<file path="src/rtl/exec_stage_seq_if.sv">
// Handshake bundle between the E pipeline register, the execute stage and the memory stage.
// master = upstream/control side, slave = the execute stage itself.
interface exec_stage_seq_if #(
    parameter int unsigned DATA_W = 64
);
    logic [3:0]        E_stat;
    logic [3:0]        E_icode;
    logic [3:0]        E_ifun;
    logic [DATA_W-1:0] E_valA;
    logic [DATA_W-1:0] E_valB;
    logic [DATA_W-1:0] E_valC;
    logic [3:0]        E_dstE;
    logic [3:0]        E_dstM;
    logic [3:0]        m_stat;
    logic [3:0]        W_stat;
    logic              M_stall;
    logic              M_bubble;

    logic              e_busy;
    logic              e_cnd;
    logic [3:0]        M_stat;
    logic [3:0]        M_icode;
    logic              M_cnd;
    logic [DATA_W-1:0] M_valE;
    logic [DATA_W-1:0] M_valA;
    logic [3:0]        M_dstE;
    logic [3:0]        M_dstM;
    logic              ZF;
    logic              SF;
    logic              OF;

    modport master (
        output E_stat, E_icode, E_ifun, E_valA, E_valB, E_valC, E_dstE, E_dstM,
        output m_stat, W_stat, M_stall, M_bubble,
        input  e_busy, e_cnd, M_stat, M_icode, M_cnd, M_valE, M_valA, M_dstE, M_dstM,
        input  ZF, SF, OF
    );

    modport slave (
        input  E_stat, E_icode, E_ifun, E_valA, E_valB, E_valC, E_dstE, E_dstM,
        input  m_stat, W_stat, M_stall, M_bubble,
        output e_busy, e_cnd, M_stat, M_icode, M_cnd, M_valE, M_valA, M_dstE, M_dstM,
        output ZF, SF, OF
    );
endinterface

</file>
<file path="src/rtl/exec_stage_seq.sv">
// Clocked Y86-64 execute stage: ALU, condition codes, E->M pipeline register and an
// iterative shift-add mulq that stalls upstream while it runs.
module exec_stage_seq #(
    parameter int unsigned DATA_W = 64,
    parameter bit          MUL_EN = 1'b1,
    parameter int unsigned CNT_W  = 7
) (
    input logic             clk,
    input logic             reset,
    exec_stage_seq_if.slave bus
);
    localparam int unsigned MSB      = DATA_W - 1;
    localparam logic [3:0]  STAT_AOK = 4'h8;
    localparam logic [3:0]  STAT_INS = 4'h4;
    localparam logic [3:0]  RNONE    = 4'hF;
    localparam logic [3:0]  I_NOP    = 4'h1;
    localparam logic [3:0]  I_OPQ    = 4'h6;

    typedef enum logic [1:0] {StIdle, StMul, StDone} state_e;

    state_e state_q, state_d;

    logic [DATA_W-1:0] mcand_q, mplier_q, acc_q;
    logic [CNT_W-1:0]  cnt_q;

    logic              is_opq, is_mul, op_valid, mul_start, stats_ok, op_complete, cc_we;
    logic [DATA_W-1:0] alu_res, e_valE;
    logic              alu_of, e_cnd_w, e_busy_w;
    logic [3:0]        e_stat, e_dstE;

    // ---------------------------------------------------------------- decode
    assign is_opq    = (bus.E_icode == I_OPQ);
    assign is_mul    = is_opq && (bus.E_ifun == 4'h4) && MUL_EN;
    assign op_valid  = is_opq && ((bus.E_ifun < 4'h4) || is_mul);
    assign mul_start = is_mul && (bus.E_stat == STAT_AOK) && (state_q == StIdle);
    assign stats_ok  = (bus.E_stat == STAT_AOK) && (bus.m_stat == STAT_AOK) &&
                       (bus.W_stat == STAT_AOK);
    assign op_complete = !is_mul || (state_q == StDone);
    assign cc_we     = op_valid && stats_ok && !bus.M_stall && op_complete;

    assign e_stat = (is_opq && !op_valid) ? STAT_INS : bus.E_stat;

    // ---------------------------------------------------------------- multiply FSM
    always_ff @(posedge clk) begin
        if (reset) begin
            state_q <= StIdle;
        end else begin
            state_q <= state_d;
        end
    end

    always_comb begin
        state_d = state_q;
        unique case (state_q)
            StIdle: if (mul_start) state_d = StMul;
            StMul:  if (cnt_q == CNT_W'(1)) state_d = StDone;
            StDone: if (!bus.M_stall) state_d = StIdle;
            default: state_d = StIdle;
        endcase
    end

    // Busy is raised in the decode cycle itself so upstream freezes E immediately.
    always_comb begin
        e_busy_w = 1'b0;
        if (!reset) begin
            e_busy_w = (state_q == StMul) || mul_start;
        end
    end

    always_ff @(posedge clk) begin
        if (reset) begin
            mcand_q  <= '0;
            mplier_q <= '0;
            acc_q    <= '0;
            cnt_q    <= '0;
        end else if (mul_start) begin
            mcand_q  <= bus.E_valA;
            mplier_q <= bus.E_valB;
            acc_q    <= '0;
            cnt_q    <= CNT_W'(DATA_W);
        end else if (state_q == StMul) begin
            if (mplier_q[0]) begin
                acc_q <= acc_q + mcand_q;
            end
            mcand_q  <= mcand_q << 1;
            mplier_q <= mplier_q >> 1;
            cnt_q    <= cnt_q - CNT_W'(1);
        end
    end

    // ---------------------------------------------------------------- ALU
    always_comb begin
        alu_res = '0;
        alu_of  = 1'b0;
        case (bus.E_ifun)
            4'h0: begin
                alu_res = bus.E_valB + bus.E_valA;
                alu_of  = (bus.E_valA[MSB] == bus.E_valB[MSB]) &&
                          (alu_res[MSB] != bus.E_valB[MSB]);
            end
            4'h1: begin
                alu_res = bus.E_valB - bus.E_valA;
                alu_of  = (bus.E_valA[MSB] != bus.E_valB[MSB]) &&
                          (alu_res[MSB] != bus.E_valB[MSB]);
            end
            4'h2: alu_res = bus.E_valA & bus.E_valB;
            4'h3: alu_res = bus.E_valA ^ bus.E_valB;
            4'h4: alu_res = (state_q == StDone) ? acc_q : '0;
            default: alu_res = '0;
        endcase
    end

    always_comb begin
        e_valE = '0;
        case (bus.E_icode)
            4'h2:       e_valE = bus.E_valA;
            4'h3:       e_valE = bus.E_valC;
            4'h4, 4'h5: e_valE = bus.E_valB + bus.E_valC;
            4'h6:       e_valE = alu_res;
            4'h8, 4'hA: e_valE = bus.E_valB - DATA_W'(8);
            4'h9, 4'hB: e_valE = bus.E_valB + DATA_W'(8);
            default:    e_valE = '0;
        endcase
    end

    // ---------------------------------------------------------------- condition
    always_comb begin
        e_cnd_w = 1'b0;
        if (bus.E_icode == 4'h2 || bus.E_icode == 4'h7) begin
            case (bus.E_ifun)
                4'h0: e_cnd_w = 1'b1;
                4'h1: e_cnd_w = (bus.SF ^ bus.OF) | bus.ZF;
                4'h2: e_cnd_w = bus.SF ^ bus.OF;
                4'h3: e_cnd_w = bus.ZF;
                4'h4: e_cnd_w = ~bus.ZF;
                4'h5: e_cnd_w = ~(bus.SF ^ bus.OF);
                4'h6: e_cnd_w = ~((bus.SF ^ bus.OF) | bus.ZF);
                default: e_cnd_w = 1'b0;
            endcase
        end
    end

    // A not-taken cmov must not write its destination.
    assign e_dstE = (bus.E_icode == 4'h2 && !e_cnd_w) ? RNONE : bus.E_dstE;

    assign bus.e_busy = e_busy_w;
    assign bus.e_cnd  = e_cnd_w;

    // ---------------------------------------------------------------- CC register
    always_ff @(posedge clk) begin
        if (reset) begin
            bus.ZF <= 1'b1;
            bus.SF <= 1'b0;
            bus.OF <= 1'b0;
        end else if (cc_we) begin
            bus.ZF <= (alu_res == '0);
            bus.SF <= alu_res[MSB];
            bus.OF <= is_mul ? 1'b0 : alu_of;
        end
    end

    // ---------------------------------------------------------------- M register
    always_ff @(posedge clk) begin
        if (reset || (!bus.M_stall && (bus.M_bubble || e_busy_w))) begin
            bus.M_stat  <= STAT_AOK;
            bus.M_icode <= I_NOP;
            bus.M_cnd   <= 1'b0;
            bus.M_valE  <= '0;
            bus.M_valA  <= '0;
            bus.M_dstE  <= RNONE;
            bus.M_dstM  <= RNONE;
        end else if (!bus.M_stall) begin
            bus.M_stat  <= e_stat;
            bus.M_icode <= bus.E_icode;
            bus.M_cnd   <= e_cnd_w;
            bus.M_valE  <= e_valE;
            bus.M_valA  <= bus.E_valA;
            bus.M_dstE  <= e_dstE;
            bus.M_dstM  <= bus.E_dstM;
        end
    end
endmodule

</file>
<file path="src/flat_wrapper.sv">
// flat-port wrapper written by rule: the top's interface ports become plain ports
module exec_stage_seq_flat 
#(
    parameter int unsigned DATA_W = 64,
    parameter bit          MUL_EN = 1'b1,
    parameter int unsigned CNT_W  = 7
)
  (clk, reset, bus_E_stat, bus_E_icode, bus_E_ifun, bus_E_valA, bus_E_valB, bus_E_valC, bus_E_dstE, bus_E_dstM, bus_m_stat, bus_W_stat, bus_M_stall, bus_M_bubble, bus_e_busy, bus_e_cnd, bus_M_stat, bus_M_icode, bus_M_cnd, bus_M_valE, bus_M_valA, bus_M_dstE, bus_M_dstM, bus_ZF, bus_SF, bus_OF);
  exec_stage_seq_if #(.DATA_W(DATA_W)) bus_i ();
  input logic clk;
  input logic reset;
  input wire logic [$bits(bus_i.E_stat)-1:0] bus_E_stat;
  input wire logic [$bits(bus_i.E_icode)-1:0] bus_E_icode;
  input wire logic [$bits(bus_i.E_ifun)-1:0] bus_E_ifun;
  input wire logic [$bits(bus_i.E_valA)-1:0] bus_E_valA;
  input wire logic [$bits(bus_i.E_valB)-1:0] bus_E_valB;
  input wire logic [$bits(bus_i.E_valC)-1:0] bus_E_valC;
  input wire logic [$bits(bus_i.E_dstE)-1:0] bus_E_dstE;
  input wire logic [$bits(bus_i.E_dstM)-1:0] bus_E_dstM;
  input wire logic [$bits(bus_i.m_stat)-1:0] bus_m_stat;
  input wire logic [$bits(bus_i.W_stat)-1:0] bus_W_stat;
  input wire logic [$bits(bus_i.M_stall)-1:0] bus_M_stall;
  input wire logic [$bits(bus_i.M_bubble)-1:0] bus_M_bubble;
  output wire logic [$bits(bus_i.e_busy)-1:0] bus_e_busy;
  output wire logic [$bits(bus_i.e_cnd)-1:0] bus_e_cnd;
  output wire logic [$bits(bus_i.M_stat)-1:0] bus_M_stat;
  output wire logic [$bits(bus_i.M_icode)-1:0] bus_M_icode;
  output wire logic [$bits(bus_i.M_cnd)-1:0] bus_M_cnd;
  output wire logic [$bits(bus_i.M_valE)-1:0] bus_M_valE;
  output wire logic [$bits(bus_i.M_valA)-1:0] bus_M_valA;
  output wire logic [$bits(bus_i.M_dstE)-1:0] bus_M_dstE;
  output wire logic [$bits(bus_i.M_dstM)-1:0] bus_M_dstM;
  output wire logic [$bits(bus_i.ZF)-1:0] bus_ZF;
  output wire logic [$bits(bus_i.SF)-1:0] bus_SF;
  output wire logic [$bits(bus_i.OF)-1:0] bus_OF;
  assign bus_i.E_stat = bus_E_stat;
  assign bus_i.E_icode = bus_E_icode;
  assign bus_i.E_ifun = bus_E_ifun;
  assign bus_i.E_valA = bus_E_valA;
  assign bus_i.E_valB = bus_E_valB;
  assign bus_i.E_valC = bus_E_valC;
  assign bus_i.E_dstE = bus_E_dstE;
  assign bus_i.E_dstM = bus_E_dstM;
  assign bus_i.m_stat = bus_m_stat;
  assign bus_i.W_stat = bus_W_stat;
  assign bus_i.M_stall = bus_M_stall;
  assign bus_i.M_bubble = bus_M_bubble;
  assign bus_e_busy = bus_i.e_busy;
  assign bus_e_cnd = bus_i.e_cnd;
  assign bus_M_stat = bus_i.M_stat;
  assign bus_M_icode = bus_i.M_icode;
  assign bus_M_cnd = bus_i.M_cnd;
  assign bus_M_valE = bus_i.M_valE;
  assign bus_M_valA = bus_i.M_valA;
  assign bus_M_dstE = bus_i.M_dstE;
  assign bus_M_dstM = bus_i.M_dstM;
  assign bus_ZF = bus_i.ZF;
  assign bus_SF = bus_i.SF;
  assign bus_OF = bus_i.OF;
  exec_stage_seq #(.DATA_W(DATA_W), .MUL_EN(MUL_EN), .CNT_W(CNT_W)) u_core (.clk(clk), .reset(reset), .bus(bus_i));
endmodule
</file>
<file path="config.mk">
export PLATFORM = sky130hd
export DESIGN_NAME = exec_stage_seq_flat
export DESIGN_NICKNAME = d
export VERILOG_FILES = /design/src/rtl/exec_stage_seq_if.sv /design/src/rtl/exec_stage_seq.sv /design/src/flat_wrapper.sv
export SDC_FILE = /design/constraint.sdc
export NUM_CORES = 2
export LEC_CHECK = 0
export BUFFER_PORTS_ARGS = -buffer_cell sky130_fd_sc_hd__buf_2
export CAP_MARGIN = 0
export CELL_PAD_IN_SITES_DETAIL_PLACEMENT = 0
export CELL_PAD_IN_SITES_GLOBAL_PLACEMENT = 1
export CORE_MARGIN = 8
export CORE_UTILIZATION = 45
export CTS_BUF_LIST = sky130_fd_sc_hd__clkbuf_4 sky130_fd_sc_hd__clkbuf_8 sky130_fd_sc_hd__clkbuf_16
export CTS_CLUSTER_DIAMETER = 120
export DETAILED_ROUTE_END_ITERATION = 16
export PLACE_DENSITY_LB_ADDON = 0.12
export SLEW_MARGIN = 15
export SYNTH_ARGS = -nofsm -noshare
export SYNTH_HDL_FRONTEND = slang
export SYNTH_SLANG_ARGS = --single-unit
</file>
<file path="constraint.sdc">
create_clock -name clk -period 5.94 [get_ports clk]
set_clock_uncertainty 0.2 [all_clocks]
set_input_delay 0.297 -clock clk [delete_from_list [all_inputs] [get_ports clk]]
set_output_delay 0.297 -clock clk [all_outputs]
set_load 0.005 [all_outputs]
</file>
* After elaboration in Yosys (flattened, before gate mapping) *
Index checks and enable logic that the tools add are counted.

storage, ports and cells
  register bits after elaboration = 349
  word-level logic and storage cells = 114

operators by class
  $add $sub $neg = 7
  $lt $le $gt $ge = 1
  eq/ne operators = 29
  muxes and demuxes = 20
  bitwise operators = 7
  reduce and logical (&&, ||, !) cells = 34

operator list
  operator                                                               number
  64-bit one-hot mux with 6 select lines                                 1
  64-bit 2-to-1 mux                                                      5
  64-bit one-hot mux with 5 select lines                                 1
  64-bit adder                                                           3
  64-bit by 4-bit adder with 64-bit output (second input constant)       1
  64-bit AND                                                             1
  64-bit logical NOT                                                     1
  64-bit by 4-bit subtractor with 64-bit output (second input constant)  1
  64-bit subtractor                                                      1
  64-bit bitwise XOR                                                     1
  4-bit by 3-bit == test with 1-bit output (second input constant)       7
  4-bit == test (second input constant)                                  7
  4-bit by 2-bit == test with 1-bit output (second input constant)       4
  1-bit logical AND                                                      14
  7-bit 2-to-1 mux                                                       2
  4-bit 2-to-1 mux                                                       2
  2-bit OR reduction                                                     4
  7-bit by 1-bit == test with 1-bit output (second input constant)       1
  1-bit one-hot mux with 7 select lines                                  1
  7-bit by 1-bit subtractor with 7-bit output (second input constant)    1
  1-bit logical OR                                                       6
  2-bit 2-to-1 mux                                                       3
  2-bit one-hot mux with 3 select lines                                  1
  4-bit by 1-bit == test with 1-bit output (second input constant)       1
  18 further kinds                                                       28

* Logic depth before layout (Yosys ltp) *
  depth in word-level cells = 9
  depth in mapped cells = 17
  depth with buffers taken out = 16

* Least setup slack after synthesis *
OpenSTA, ideal clock, no wires.

  path type = input to register
  from = in bus_E_icode[3]
  to = reg u_core.bus.M_valE[63]
  setup time = 80 ps
  arrival = 4,784 ps
  required time = 5,660 ps
  setup slack = 877 ps
  stages = 16
  cells stage by stage = nor2b_1 -> nand2_1 -> fa_1 -> a21o_1 -> a21oi_1 -> o211ai_1 -> a31oi_1 -> o31a_1 -> a21oi_1 -> o21ai_0 -> nor3_1 -> a2111oi_0 -> o21bai_1 -> xnor2_1 -> o221a_1 -> a211oi_2

between the ends
  word-level cells in the longest chain between the ends = 9
  elaborated cells on any way between the ends = 21
  classes of those cells = eq/ne (9); mux (2); reduce/logical (10)

ends and longest elaborated chain
  item                                      line                                         text
  start: declaration                        flat_wrapper.sv:13                           input wire logic [$bits(bus_i.E_icode)-1:0] bus_E_icode;
  4-bit by 3-bit == test with 1-bit output  exec_stage_seq.sv:32, exec_stage_seq.sv:115
  1-bit logical AND                         exec_stage_seq.sv:33                         assign is_mul = is_opq && (bus.E_ifun == 4'h4) && MUL_EN;
  1-bit logical AND (2 in series)           exec_stage_seq.sv:35                         assign mul_start = is_mul && (bus.E_stat == STAT_AOK) && (state_q == StIdle);
  1-bit logical OR                          exec_stage_seq.sv:66                         e_busy_w = (state_q == StMul) || mul_start;
  1-bit 2-to-1 mux                          exec_stage_seq.sv:65                         if (!reset) begin
  1-bit logical OR                          exec_stage_seq.sv:164                        if (reset || (!bus.M_stall && (bus.M_bubble || e_busy_w))) begin
  1-bit logical AND                         exec_stage_seq.sv:164
  1-bit logical OR                          exec_stage_seq.sv:164
  end signal: assignment                    exec_stage_seq.sv:176                        bus.M_valE <= e_valE;
  end: declaration                          exec_stage_seq_if.sv:42                      output e_busy, e_cnd, M_stat, M_icode, M_cnd, M_valE, M_valA, M_dstE, M_dstM,

Several ways; a longest one is shown, not always the timed one.
A chain may end at the register's enable or synchronous reset.

* Worst setup path after layout *
  from = in bus_E_valB[0]
  to = reg u_core.bus.ZF

between the ends
  word-level cells in the longest chain between the ends = 3
  elaborated cells on any way between the ends = 6
  classes of those cells = add/sub (2); mux (1); bitwise (2); reduce/logical (1)

ends and longest elaborated chain
  item                                             line                     text
  start: declaration                               flat_wrapper.sv:16       input wire logic [$bits(bus_i.E_valB)-1:0] bus_E_valB;
  64-bit subtractor, or another cell as far along  exec_stage_seq.sv:102    alu_res = bus.E_valB - bus.E_valA;
  64-bit one-hot mux with 5 select lines (*)       exec_stage_seq.sv:95     case (bus.E_ifun)
  64-bit logical NOT (*)                           exec_stage_seq.sv:156    bus.ZF <= (alu_res == '0);
  end signal: assignment                           exec_stage_seq.sv:156
  end: declaration                                 exec_stage_seq_if.sv:43  output ZF, SF, OF

Every way passes the cells marked *; elsewhere a longest branch is shown, timed or not.

==> impl_results.md <==
- Clock Latency Late Sink: 610 ps
- Slew headroom: 21.0%
- Initial DRC count: 4579
- Fin. Hold Viols: 0
- Post-synthesis sequential area ratio: 19.5%
- Routed wire length: 183000 um
- Vias per cell: 6.61
- Chip height: 298 um
- Post-Syn Area: 35800 sq um
- Row count: 103
- Final Net Count: 5818
- Flops & latches, synth: 349
- Synth Instances: 4903
- DR pass1 iterations: 8
- Yosys top cell by area: dfxtp_1
- Reg-to-reg startpoint: u_core.state_q[1]
- Share of layout cells above drive strength 1: 12.7%
- P_leak: 17.4 nW
- Final setup viols: 0
- Inserted Clock Buffers: 45
- Worst path cell trace: dlygate4sd3_1 > buf_2 > inv_1 > ha_1 > fa_1 > nand2b_1 > a211oi_2 > o21a_1 > o32a_1 > a22oi_1 > a221oi_1 > o2111a_1 > nand4b_1 > nor4_1 > nand4_1 > nor4_1 > nand4_1 > o21ai_1
- Placer Congestion: 1.06
- Shortest period the worst path allows: 5720 ps
- Hpwl dp: 142000 um
- Initial Utilization: 45.4%
- EDFF count, synth: 0
- Hold path depth: 4
- Top post-synthesis cells by area: dfxtp_1 (20%), ha_1 (11%), a21oi_1 (8.9%), nand2_1 (5.8%), nor2_1 (4.1%)
- CP required: 6280 ps
- Syn avg cell area: 7.30 sq um
- Min-delay src: bus_E_valA[37]
- CTS Buffer Depth: 3
- Reg-to-reg endpoint: u_core.bus.ZF
- R2r setup slk: 1000 ps
- Critical path peak fanout: 5
- Unique masters post-synth: 118
- Worst r2r path cells: 13
- Max cap viols: 0
- CP arrival: 6050 ps
- Pre-CTS setup slack: 550 ps
- Vias: 42100
- Tot GR Track Use: 39.0%
- Cell family with most CP delay: compound AO/OA/AOI/OAI gates
- Post-CTS Setup Bufs: 0
- Most used DFF post-synth: dfxtp_1
- DR WL/cell: 28.8 um
- Setup TNS: 0 ps
- Mapped Nets: 5447
- Hold EP: u_core.bus.M_valA[37]
- Core Footprint: 78900 sq um
- CP max stage delay: 800 ps
- Chip width: 298 um
- Slew @ Worst Pin: 1180 ps
- Clock Sink Count: 349
- Post-synth top cells: a21oi_1 (634), nand2_1 (552), nor2_1 (393)
- Slew Limit Fails: 0
- Global-route wire length before repair: 267000 um
- DRC Markers: 0
- # port buffers: 373
- Die area: 88800 sq um
- Max Clk Rate: 175 MHz
- Clk pin slew, worst setup/hold paths: 60 ps
- Io pins: 374
- Synth warnings: 0
- Routed Antenna Nets: 0
- Critical Path Start Type: input pin
- Grt ovf: 0
- Final setup margin: 225 ps
- Crit path max-delay cell type: a221oi_1
- Status: finished, final reports clean
- Async SR Flop Fraction: 0%
- Largest net degree at the start of global routing: 76
- Cell with the most instances after synthesis: a21oi_1
- Worst path bufs/invs: 3
- CTS tree: done
- Power per cell area: 201 nW/um^2
- WS Path Type: input pin to flip-flop
- VDD IR max: 0.207 mV
- Vias in the first global route: 40400
- Initial antenna violation count: 7
- CTS Root Cell: clkbuf_16
- Top cell type's share of synthesized area: 19.5%
- H-tree depth: 2
- Hold WC Path Type: input pin to flip-flop
- Unrepaired setup endpoints after global routing: false
- Crit end category: flip-flop
- Area grow syn2layout: 17.0%
- Final worst-path cycle share: 96.2%
-- state kept, by name, indices dropped and copies added (netlist names) --
register / count
u_core.bus.M_stat: 4
u_core.mplier_q: 64
u_core.mcand_q: 64
u_core.bus.M_valE: 64
u_core.bus.M_cnd: 1
u_core.bus.M_dstM: 4
u_core.bus.M_valA: 64
u_core.bus.ZF: 1
u_core.bus.M_dstE: 4
u_core.bus.M_icode: 4
u_core.bus.OF: 1
u_core.cnt_q: 7
u_core.bus.SF: 1
u_core.state_q: 2
u_core.acc_q: 64
-- worst max-delay path by stage --
| stage | startpoint | end | slack [ps] | depth (start not counted) |
|---|---|---|---|---|
| finish | bus_E_valB[0] | u_core.bus.ZF | 220 | 18 |
| CTS | bus_E_valB[0] | u_core.bus.ZF | 600 | 18 |
| floorplan | bus_E_icode[3] | u_core.bus.M_valE[63] | 880 | 16 |
| detailed placement | bus_E_valB[0] | u_core.bus.ZF | 550 | 17 |
| global route | bus_E_valB[0] | u_core.bus.ZF | 260 | 18 |
| global placement | bus_E_valB[0] | u_core.bus.ZF | 550 | 17 |
-- cells by family after synthesis --
group,Yosys count,synth area share (%)
simple gates,1526,20.1
compound gates,1946,36.6
mux,85,2.38
buf+inv,479,5.26
flops,349,19.5
fa+ha+maj,320,11.3
xor+xnor,198,4.84
-- cell type report --
cell class                 count  area (sq um)
antenna                        3          7.51
clock buffer                  66          1410
clock inverter                18           254
fill                        7909         37000
inverter                     184           691
multi-input combinational   4075         27000
sequential                   349          6990
tap                         1050          1310
timing repair buffer         619          4170
-- worst reg2reg max path, delay by kind of cell, from the launching register on --
family          cells  cell delay, ps
flops               1             400
compound gates      3            1070
simple gates       10            3220
-- layer usage --
layer | wire [um] | vias to the layer above | global-route usage, %
met5 | 14 | - | 0
met4 | 20200 | 2 | 34.9
met3 | 13600 | 719 | 5.95
met2 | 80400 | 2313 | 62.0
met1 | 68800 | 19900 | 45.2
li1 | - | 19200 | -
-- placed cells by master, fill, tap and decap left out, drive strengths merged, types with 67 or more instances in the layout --
cell	netlist	final
dlygate4sd3	0	156
nor3	82	82
mux2i	83	83
dfxtp	349	349
a21o	161	161
nor2	394	394
a21oi	652	652
ha	315	315
nand3	98	98
o21ai	260	260
xnor2	124	124
buf	66	462
inv	182	185
nand2	554	554
clkbuf	229	67
xor2	74	74
a22oi	196	196
-- where the power goes --
part | internal [W] | switching [W]
clock | 0.00190 | 0.00118
combinational | 0.00100 | 0.00192
sequential | 0.00238 | 0.0000308
-- timing repair --
item | in CTS | in global routing
hold endpoints to repair | 198 | 0
resized for setup | 0 | 0
hold buffers | 156 | 0
-- per-stage QoR --
stage | cells | utilization, % | instance area (sq um) | power [W] | hold WS (ps)
after floorplan | 4903 | - | 35800 | 0.00418 | 222
after global placement | 6121 | 49.0 | 38600 | 0.00520 | 239
after detailed placement | 6121 | 49.0 | 38600 | 0.00519 | 246
after CTS | 6361 | 53.1 | 41900 | 0.00836 | 7.76
after global routing | 6361 | 53.1 | 41900 | 0.00871 | 26.7
final | 6364 | 53.1 | 41900 | 0.00842 | 19.6
(Power assumes the default switching activity.)
